[config.mk]
export PLATFORM = sky130hd
export DESIGN_NAME = core_seq_ctrl
export DESIGN_NICKNAME = d
export VERILOG_FILES = /design/src/rtl/core_seq_ctrl.sv
export SDC_FILE = /design/constraint.sdc
export NUM_CORES = 1
export LEC_CHECK = 0
export ABC_AREA = 1
export CORE_AREA = 2 2 80 82
export CTS_CLUSTER_SIZE = 20
export DETAILED_ROUTE_END_ITERATION = 12
export DIE_AREA = 0 0 82 84
export HOLD_SLACK_MARGIN = 0.02
export PLACE_DENSITY = 0.75
export SLEW_MARGIN = 20
export SYNTH_ARGS = -nofsm -noshare
export SYNTH_HDL_FRONTEND = slang
export SYNTH_SLANG_ARGS = --single-unit
[constraint.sdc]
create_clock -name clk -period 2.6 [get_ports clk]
set_clock_uncertainty 0.1 [all_clocks]
set_input_delay 0.52 -clock clk [delete_from_list [all_inputs] [get_ports clk]]
set_output_delay 0.52 -clock clk [all_outputs]
set_load 0.005 [all_outputs]
[src/rtl/core_seq_ctrl.sv]
// Multi-cycle FETCH/DECODE/EXEC/MEM/WB sequencer for the rv32i core, with retired-instruction counter.
// Optional illegal-instruction trap is compiled in with `define ILLEGAL_TRAP_EN.
module core_seq_ctrl #(
  parameter int unsigned MULDIV_CYCLES = 4
) (
  input  logic        clk,
  input  logic        rst_n,
  output logic        imem_req,
  input  logic        imem_ack,
  output logic        ir_load,
  input  logic        is_lui,
  input  logic        is_i_type,
  input  logic        is_i_load_type,
  input  logic        is_branch,
  input  logic        is_store,
  input  logic [3:0]  alu_ops,
  input  logic        alu_pc_load,
  output logic        dmem_req,
  output logic        dmem_we,
  input  logic        dmem_ack,
  output logic        rf_we,
  output logic        pc_we,
  output logic        pc_sel,
  output logic        retire,
  output logic [31:0] instret,
  output logic [2:0]  state,
  output logic        trap
);

  typedef enum logic [2:0] {
    S_FETCH  = 3'd0,
    S_DECODE = 3'd1,
    S_EXEC   = 3'd2,
    S_MEM    = 3'd3,
    S_WB     = 3'd4,
    S_TRAP   = 3'd5
  } state_t;

  localparam logic [3:0] MD_LOAD = 4'(MULDIV_CYCLES - 1);

  state_t      state_r, state_nx_s;
  logic [3:0]  exec_cnt_r, exec_cnt_nx_s;
  logic [31:0] instret_r;
  logic        run_r;
  logic        class_none_s, muldiv_s, mem_op_s;
  logic        imem_req_s, dmem_req_s, dmem_we_s, rf_we_s, pc_we_s, pc_sel_s, retire_s;

`ifdef ILLEGAL_TRAP_EN
  logic        trap_s;

  function automatic logic op_legal(input logic [4:0] cls, input logic [3:0] op);
    logic ok;
    case (cls)
      5'b00000: ok = (op <= 4'b0110) || (op == 4'b1001) || (op == 4'b1100) ||
                     (op == 4'b1101) || (op == 4'b1110);
      5'b01000: ok = (op == 4'b0000) || (op == 4'b0010) || (op == 4'b1000) || (op == 4'b1011);
      5'b00010: ok = (op <= 4'b0011) || (op == 4'b0110);
      5'b10000: ok = 1'b1;
      5'b00100: ok = 1'b1;
      5'b00001: ok = 1'b1;
      default:  ok = 1'b0;
    endcase
    return ok;
  endfunction
`endif

  assign class_none_s = ~(is_lui | is_i_type | is_i_load_type | is_branch | is_store);
  assign muldiv_s     = class_none_s &&
                        ((alu_ops == 4'b1100) || (alu_ops == 4'b1101) || (alu_ops == 4'b1110));
  assign mem_op_s     = is_i_load_type | is_store;

  // Next-state, exec counter and state-decoded controls
  always_comb begin
    state_nx_s    = state_r;
    exec_cnt_nx_s = exec_cnt_r;
    imem_req_s    = 1'b0;
    dmem_req_s    = 1'b0;
    dmem_we_s     = 1'b0;
    rf_we_s       = 1'b0;
    pc_we_s       = 1'b0;
    pc_sel_s      = 1'b0;
    retire_s      = 1'b0;
`ifdef ILLEGAL_TRAP_EN
    trap_s        = 1'b0;
`endif
    case (state_r)
      S_FETCH: begin
        imem_req_s = 1'b1;
        if (imem_ack) begin
          state_nx_s = S_DECODE;
        end else begin
          state_nx_s = S_FETCH;
        end
      end
      S_DECODE: begin
`ifdef ILLEGAL_TRAP_EN
        if (!op_legal({is_lui, is_i_type, is_i_load_type, is_branch, is_store}, alu_ops)) begin
          state_nx_s    = S_TRAP;
          exec_cnt_nx_s = 4'd0;
        end else begin
          state_nx_s    = S_EXEC;
          exec_cnt_nx_s = muldiv_s ? MD_LOAD : 4'd0;
        end
`else
        state_nx_s    = S_EXEC;
        exec_cnt_nx_s = muldiv_s ? MD_LOAD : 4'd0;
`endif
      end
      S_EXEC: begin
        if (exec_cnt_r == 4'd0) begin
          state_nx_s = mem_op_s ? S_MEM : S_WB;
        end else begin
          exec_cnt_nx_s = exec_cnt_r - 4'd1;
          state_nx_s    = S_EXEC;
        end
      end
      S_MEM: begin
        dmem_req_s = 1'b1;
        dmem_we_s  = is_store;
        if (dmem_ack) begin
          // A store retires on its ack cycle; a load still has writeback ahead
          if (is_store) begin
            pc_we_s    = 1'b1;
            retire_s   = 1'b1;
            state_nx_s = S_FETCH;
          end else begin
            state_nx_s = S_WB;
          end
        end else begin
          state_nx_s = S_MEM;
        end
      end
      S_WB: begin
        pc_we_s    = 1'b1;
        retire_s   = 1'b1;
        rf_we_s    = ~is_store & (~is_branch | (alu_ops == 4'b0110));
        pc_sel_s   = is_branch & alu_pc_load;
        state_nx_s = S_FETCH;
      end
      S_TRAP: begin
`ifdef ILLEGAL_TRAP_EN
        trap_s     = 1'b1;
        state_nx_s = S_TRAP;
`else
        state_nx_s = S_FETCH;
`endif
      end
      default: begin
        state_nx_s = S_FETCH;
      end
    endcase
  end

  // run_r keeps every control low until the first edge after reset release
  assign imem_req = run_r & imem_req_s;
  assign ir_load  = run_r & (state_r == S_FETCH) & imem_ack;
  assign dmem_req = run_r & dmem_req_s;
  assign dmem_we  = run_r & dmem_we_s;
  assign rf_we    = run_r & rf_we_s;
  assign pc_we    = run_r & pc_we_s;
  assign pc_sel   = run_r & pc_sel_s;
  assign retire   = run_r & retire_s;
  assign instret  = instret_r;
  assign state    = state_r;
`ifdef ILLEGAL_TRAP_EN
  assign trap     = run_r & trap_s;
`else
  assign trap     = 1'b0;
`endif

  // State, exec counter, run flag and retired-instruction counter
  always_ff @(posedge clk or negedge rst_n) begin
    if (!rst_n) begin
      state_r    <= S_FETCH;
      exec_cnt_r <= 4'd0;
      instret_r  <= 32'd0;
      run_r      <= 1'b0;
    end else begin
      run_r <= 1'b1;
      if (run_r) begin
        state_r    <= state_nx_s;
        exec_cnt_r <= exec_cnt_nx_s;
      end else begin
        state_r    <= state_r;
        exec_cnt_r <= exec_cnt_r;
      end
      if (retire) begin
        instret_r <= instret_r + 32'd1;
      end else begin
        instret_r <= instret_r;
      end
    end
  end

endmodule

## After elaboration in Yosys (flattened, before gate mapping)

Index checks and enable logic that the tools add are counted.

| storage, ports and cells | value |
|---|---|
| memories kept | 0 |
| latch bits | 0 |
| RAM bits | 0 |
| memory bits (read-only) | 0 |
| bits of input ports | 14 |
| bits in registers | 40 |

| operators by class | value |
|---|---|
| shifts and indexed selects | 0 |
| reductions and logical operators | 7 |
| add/subtract/negate cells | 2 |
| equal/unequal tests | 9 |
| bitwise logic cells | 19 |
| multipliers | 0 |
| div/mod/pow operators | 0 |
| multiplexer cells | 17 |
| $lt $le $gt $ge | 0 |

Operator list:

| operator | number |
|---|---|
| 32-bit by 1-bit adder with 32-bit output (second input constant) | 1 |
| 4-bit equality test (second input constant) | 3 |
| 3-bit two-way mux | 4 |
| 3-bit case mux with 4 select lines | 1 |
| 1-bit bitwise AND | 10 |
| 1-bit two-way mux | 8 |
| 4-bit case mux with 2 select lines | 1 |
| 3-bit by 2-bit equality test with 1-bit output (second input constant) | 2 |
| 1-bit bitwise OR | 6 |
| 4-bit by 3-bit equality test with 1-bit output (second input constant) | 1 |
| 4-bit zero test | 1 |
| 4-bit two-way mux | 1 |
| 4-bit by 1-bit subtractor with 4-bit output (second input constant) | 1 |
| 3-bit by 1-bit equality test with 1-bit output (second input constant) | 1 |
| 3-bit equality test (second input constant) | 1 |
| 3-bit zero test | 1 |
| 1-bit NOT | 3 |
| 3-bit AND reduction | 1 |
| 1-bit logical OR | 2 |
| 2-bit two-way mux | 1 |
| 2-bit inequality test (second input constant) | 1 |
| 1-bit case mux with 2 select lines | 1 |
| 2-bit nonzero test | 1 |
| 1-bit logical AND | 1 |

## Depth between registers and ports, before layout

Gate-level depths: netlist (run 1).

| depth | value |
|---|---|
| depth after elaboration | 8 |
| mapped depth | 9 |
| mapped depth without buffers | 9 |

## Least setup slack after synthesis (run 1)

No wires, ideal clock.

| timing path | value |
|---|---|
| path kind | reg2out |
| from | register state_r[1] (netlist: state[1]) |
| to | output retire |
| setup slack | 0.864 ns |
| data arrival time | 1.116 ns |
| stages on the path, launching flop included | 6 |
| data required time | 1.980 ns |
| cell sequence | dfrtp_1 nor2_1 nand3_1 nand2_2 buf_2 buf_4 |

| between the ends | value |
|---|---|
| longest elaborated chain between the ends | 3 |
| elaborated cells on any way between the ends | 4 |

Ends and longest elaborated chain:

| what | line | source |
|---|---|---|
| start: declaration | 41 | `state_t state_r, state_nx_s;` |
| start signal: assignment | 181 | `state_r <= state_nx_s;` |
| start signal: assignment | 184 | `state_r <= state_r;` |
| 3-bit equality test or 3-bit by 2-bit equality test with 1-bit output (tied branches) | n/a |  |
| 1-bit case mux with 2 select lines * | n/a |  |
| 1-bit bitwise AND * | n/a |  |
| end: declaration | 24 | `output logic retire,` |

Every way passes the cells marked *; elsewhere a longest branch is shown, timed or not.

## Final worst setup path (run 1)

| timing path | value |
|---|---|
| from | input is_store |
| to | output dmem_we |

| between the ends | value |
|---|---|
| longest elaborated chain between the ends | 2 |

Ends and longest elaborated chain:

| what | line | source |
|---|---|---|
| start: declaration | 15 | `input logic is_store,` |
| 1-bit two-way mux | 86 | `case (state_r)` |
| 1-bit bitwise AND | 158 | `assign dmem_we = run_r & dmem_we_s;` |
| end: declaration | 19 | `output logic dmem_we,` |

Every way passes these cells.

==> metrics.yaml, run 1 <==
status: "completed"
synth_cell_types: 25
path_class: "primary input to primary output"
vias: 2287
clock-sinks: 40
antenna_found_initial: 0
fin_ws_ps: 88.39
place_congestion: 0.8834
ys_seq_elements: 40
slew_viol_final: 0
cts_buffer_depth: 2
yosysSeqAreaShare_pct: 42.13
numPortBuffers: 56
drt-initial-drc-count: 113
postCtsSetupBuffers: 0
grt_max_degree: 41
ir_drop_v: 0.0002837
core-area_um2: 6096
track_usage_pct: 17.61
place_ws_ps: 59.31
cts_made_buffers: 5
fmax_ghz: 0.3982
area_growth_pct: 30.54
dieArea_um2: 6888
final_common_cell: "nand2_1"
grt_setup_unrepaired: "no"
finalSetupTns_ps: 0
power_density_nw_per_um2: 531.9
root_buffer: "clkbuf_8"
viasPerCell: 4.887
slew_headroom_pct: 41.91
path_clk_slew_ps: 70
first_global_vias: 2149
min_path_type: "primary input to asynchronous set/reset pin"
syn-num-nets: 346
mostFrequentLayoutCells: "nand2_1 (94), clkdlybuf4s50_1 (53), nor2_1 (44)"
htreeDepth: 2
rows: 29
grt_remaining_overflow: 0
end_kind: "primary output"
cp.arrival_ps: 1890
diodes: 0
post_drt_wl_per_cell_um: 11.92
start_util_pct: 38.98
avgSynthCellArea_um2: 7.222
drive_gt1_share_pct: 5.627
setup_viol: 0
cts_tree: "yes"
drt-total-wl_mm: 5.579
syn-cell-area_um2: 2376
finalHoldViolations: 0
grt_pass1_wl_mm: 9.625
period_share_pct: 96.60
firstDrtPassIters: 4
die_h_um: 84
cp_data_required_time_ps: 1980
hpwl_mm: 4.401
die_w_um: 82
hold_slack_ps: 246.2
synth_cells: 329
ant_nets: 0
p_leak_nw: 1.405
pin_count: 58
cts_resized: 0
nNetsFinal: 408
startpoint_type: "primary input"
cts_hold_buf: 0
worstMarginPinSlew_ps: 871.4
drcViolationCount: 0
cap_violations: 0
fin_crit_ps: 2512
worstSkewPairLatency_ps: 280
synth_warnings: 0
crit_fanout: 3
power breakdown:
group | switching (W) | internal (W)
Combinational | 0.000269 | 0.000235
Clock | 0.000201 | 0.000182
Sequential | 0.0000744 | 0.000688
Total | 0.000544 | 0.00111
flip-flops by register name (all words and copies together) (netlist names):
signal	count
run_r	1
instret	32
state	3
exec_cnt_r	4
cell type report:
class	instances	area [um^2]
timing repair buffer	60	590.6
inverter	40	150.1
fill	587	2994
sequential	40	1001
tap	77	96.34
multi-input combinational	244	1186
clock inverter	1	5.005
clock buffer	6	72.57
kinds of logic after synthesis:
family	Yosys count	share of synthesized area, %
XOR/XNOR	16	5.898
flip-flops	40	42.13
buffers and inverters	45	7.951
other	2	0.3161
AO/OA/AOI/OAI	18	3.844
adder cells (fa/ha/maj)	3	1.580
AND/OR/NAND/NOR	205	38.28
worst paths after layout:
path / startpoint / end / slack, ps / depth (start not counted)
hold reg to reg: exec_cnt_r[0] / exec_cnt_r[0] / 400 / 2
max in group asynchronous: rst_n / state[1] / 1610 / 1
setup / recovery: is_store / dmem_we / 90 / 5
hold / removal: rst_n / instret[16] / 250 / 1
setup reg to reg: instret[0] / instret[30] / 800 / 8
min in group clk: exec_cnt_r[0] / exec_cnt_r[0] / 400 / 2
routing by layer:
layer | track usage [%] | up-vias | share of wire, % | routed length [um]
li1 | - | 1160 | - | -
met1 | 22.81 | 1080 | 46 | 2550
met2 | 28.68 | 43 | 49 | 2753
met3 | 3.139 | 4 | 3.7 | 207
met4 | 6.970 | 0 | 1.2 | 68
met5 | 0 | - | 0 | 0
worst max-delay path: stages:
cell             delay [ps]
clkdlybuf4s50_1         500
buf_4                   130
inv_1                    50
nor3_1                  170
clkdlybuf4s50_1         520
stage by stage:
| stage | utilization (%) | cells | total power, W | area (um^2) |
|---|---|---|---|---|
| 2_1_floorplan | - | 329 | 0.001052 | 2376 |
| 6_report | 50.88 | 468 | 0.001650 | 3102 |
| 3_3_place_gp | 49.53 | 461 | 0.001259 | 3019 |
| 3_5_place_dp | 49.53 | 461 | 0.001284 | 3019 |
| 5_1_grt | 50.88 | 468 | 0.001774 | 3102 |
| 4_1_cts | 50.80 | 468 | 0.001676 | 3097 |
synth_stat cells, drive strengths merged:
library cell / count / share of area [%]
nand3b: 7 / 2.2
a31oi: 1 / 0.26
conb: 2 / 0.32
a21oi: 1 / 0.21
xor2: 9 / 3.3
or2: 1 / 0.26
nor3: 4 / 0.84
nor2: 51 / 9.0
and3: 1 / 0.26
ha: 3 / 1.6
nand3: 37 / 8.2
xnor2: 7 / 2.6
buf: 5 / 1.6
o21ai: 16 / 3.4
inv: 40 / 6.3
nand2: 95 / 15
dfrtp: 40 / 42
nand4: 9 / 2.4
Note: power is estimated with default switching activity, not from simulation.
==> inputs of run 2 (changes only) <==
- CTS_BUF_LIST: default -> sky130_fd_sc_hd__clkbuf_4 sky130_fd_sc_hd__clkbuf_8
==> run 2 against run 1 <==
Critical path depth stayed put. Routed wire length rose by 0.14%. Clock power is 2% higher. Critical path type unchanged.
==> metrics.yaml, run 2 (synthesis results as in run 1) <==
status: "completed"
placed_cells: 461
startpoint_type: "primary input"
drt-initial-drc-count: 146
first_global_vias: 2145
drt-total-wl_mm: 5.587
slew_viol_final: 0
swShare_pct: 32.73
intPower_w: 0.001116
setup_viol: 0
final_common_cell: "nand2_1"
ir_drop_v: 0.0002795
worstMarginPinSlew_ps: 874.1
cts_made_buffers: 5
clock-sinks: 40
grt_setup_unrepaired: "no"
hpwl_mm: 4.401
place_congestion: 0.8834
seq_area_um2: 1001
cp.buffers_inverters: 4
die_w_um: 82
grt_pass1_wl_mm: 9.597
slew_headroom_pct: 41.73
track_usage_pct: 17.57
finalNonFillerCells: 468
postCtsSetupBuffers: 0
largest_reg_flops: 32
end_kind: "primary output"
drive_gt1_share_pct: 5.882
area_growth_pct: 30.70
fmax_ghz: 0.3982
numPortBuffers: 56
firstDrtPassIters: 5
dieArea_um2: 6888
diodes: 0
finalHoldViolations: 0
fin_crit_ps: 2512
cpMostUsedCell: "clkdlybuf4s50_1"
cts_tree: "yes"
ant_nets: 0
min_path_type: "primary input to asynchronous set/reset pin"
htreeDepth: 2
period_share_pct: 96.60
power.share.sequential_pct: 45.9
pin_count: 58
fillerInstances: 584
antenna_found_initial: 0
slowest_stage: "clkdlybuf4s50_1"
grt_max_degree: 41
cts_buffer_depth: 2
drcViolationCount: 0
path_clk_slew_ps: 70
start_util_pct: 38.98
switchingPower_w: 0.0005431
crit_fanout: 3
grt_remaining_overflow: 0
p_total_w: 0.001659
crit_family: "buffers and inverters"
critical-path-max-stage-delay_ps: 520
power_density_nw_per_um2: 534.3
mostFrequentLayoutCells: "nand2_1 (94), clkdlybuf4s50_1 (53), nor2_1 (44)"
rows: 29
nNetsFinal: 408
die_h_um: 84
path_class: "primary input to primary output"
viasPerCell: 4.880
cp.arrival_ps: 1890
p_clk_share_pct: 23.7
hold_slack_ps: 247.4
worstSkewPairLatency_ps: 280
p_leak_nw: 1.408
vias: 2284
comb_power_share_pct: 30.4
core-area_um2: 6096
multi_input_area_um2: 1186
root_buffer: "clkbuf_8"
cp_data_required_time_ps: 1980
post_drt_wl_per_cell_um: 11.94
worstPathCellList: "clkdlybuf4s50_1 > buf_4 > inv_1 > nor3_1 > clkdlybuf4s50_1"
finalSetupTns_ps: 0
cap_violations: 0
run 2: changes by cell type in the layout (fill, tap and decap cells not counted):
cell      change
clkbuf_1      -1
clkbuf_4      +1
run 2: metrics by stage:
stage	cell area (um^2)	utilization (%)	worst slack, ps
finish	3105	50.94	88.39
global route	3105	50.94	15.72
CTS	3100	50.86	50.57
detailed placement	3019	49.53	59.31
global placement	3019	49.53	58.71
floorplan	2376	-	864.4
run 2: final cells by class:
| class | count | share of cell area (%) |
|---|---|---|
| multi-input cells | 244 | 38.20 |
| well taps | 77 | 3.102 |
| clock inverters | 1 | 0.1612 |
| flip-flops and latches | 40 | 32.23 |
| clock buffers | 6 | 2.458 |
| repair buffers | 60 | 19.02 |
| inverters | 40 | 4.835 |
run 2: power groups by stage:
stage | clock network, W | logic, W | registers [W]
floorplan | 0 | 0.000291 | 0.000761
global placement | 0 | 0.000487 | 0.000772
detailed placement | 0 | 0.000511 | 0.000774
CTS | 0.000408 | 0.000514 | 0.000761
global route | 0.000434 | 0.000577 | 0.000773
finish | 0.000392 | 0.000505 | 0.000762
run 2: per-layer routing:
metal / vias to the layer above / share of wire [%] / GRT usage [%]
met5: - / 0 / 0
met1: 1066 / 45 / 22.88
met3: 4 / 5.1 / 3.139
met2: 56 / 49 / 28.46
met4: 0 / 1.2 / 6.970
li1: 1158 / - / -
run 2: path summary, 6_finish.rpt:
path / cells past startpoint / slack, ps / from / endpoint
min in group clk: 2 / 400 / exec_cnt_r[0] / exec_cnt_r[0]
worst min-delay path: 1 / 250 / rst_n / instret[16]
worst max-delay path: 5 / 90 / is_store / dmem_we
max in group asynchronous: 1 / 1600 / rst_n / state[0]
worst min register to register: 2 / 400 / exec_cnt_r[0] / exec_cnt_r[0]
worst max register to register: 8 / 800 / instret[0] / instret[30]
run 2: what timing repair did:
| action | in CTS | in global routing |
|---|---|---|
| gates resized for setup | 0 | 2 |
| endpoints found under the setup margin | 0 | 2 |
| hold buffers | 0 | 0 |
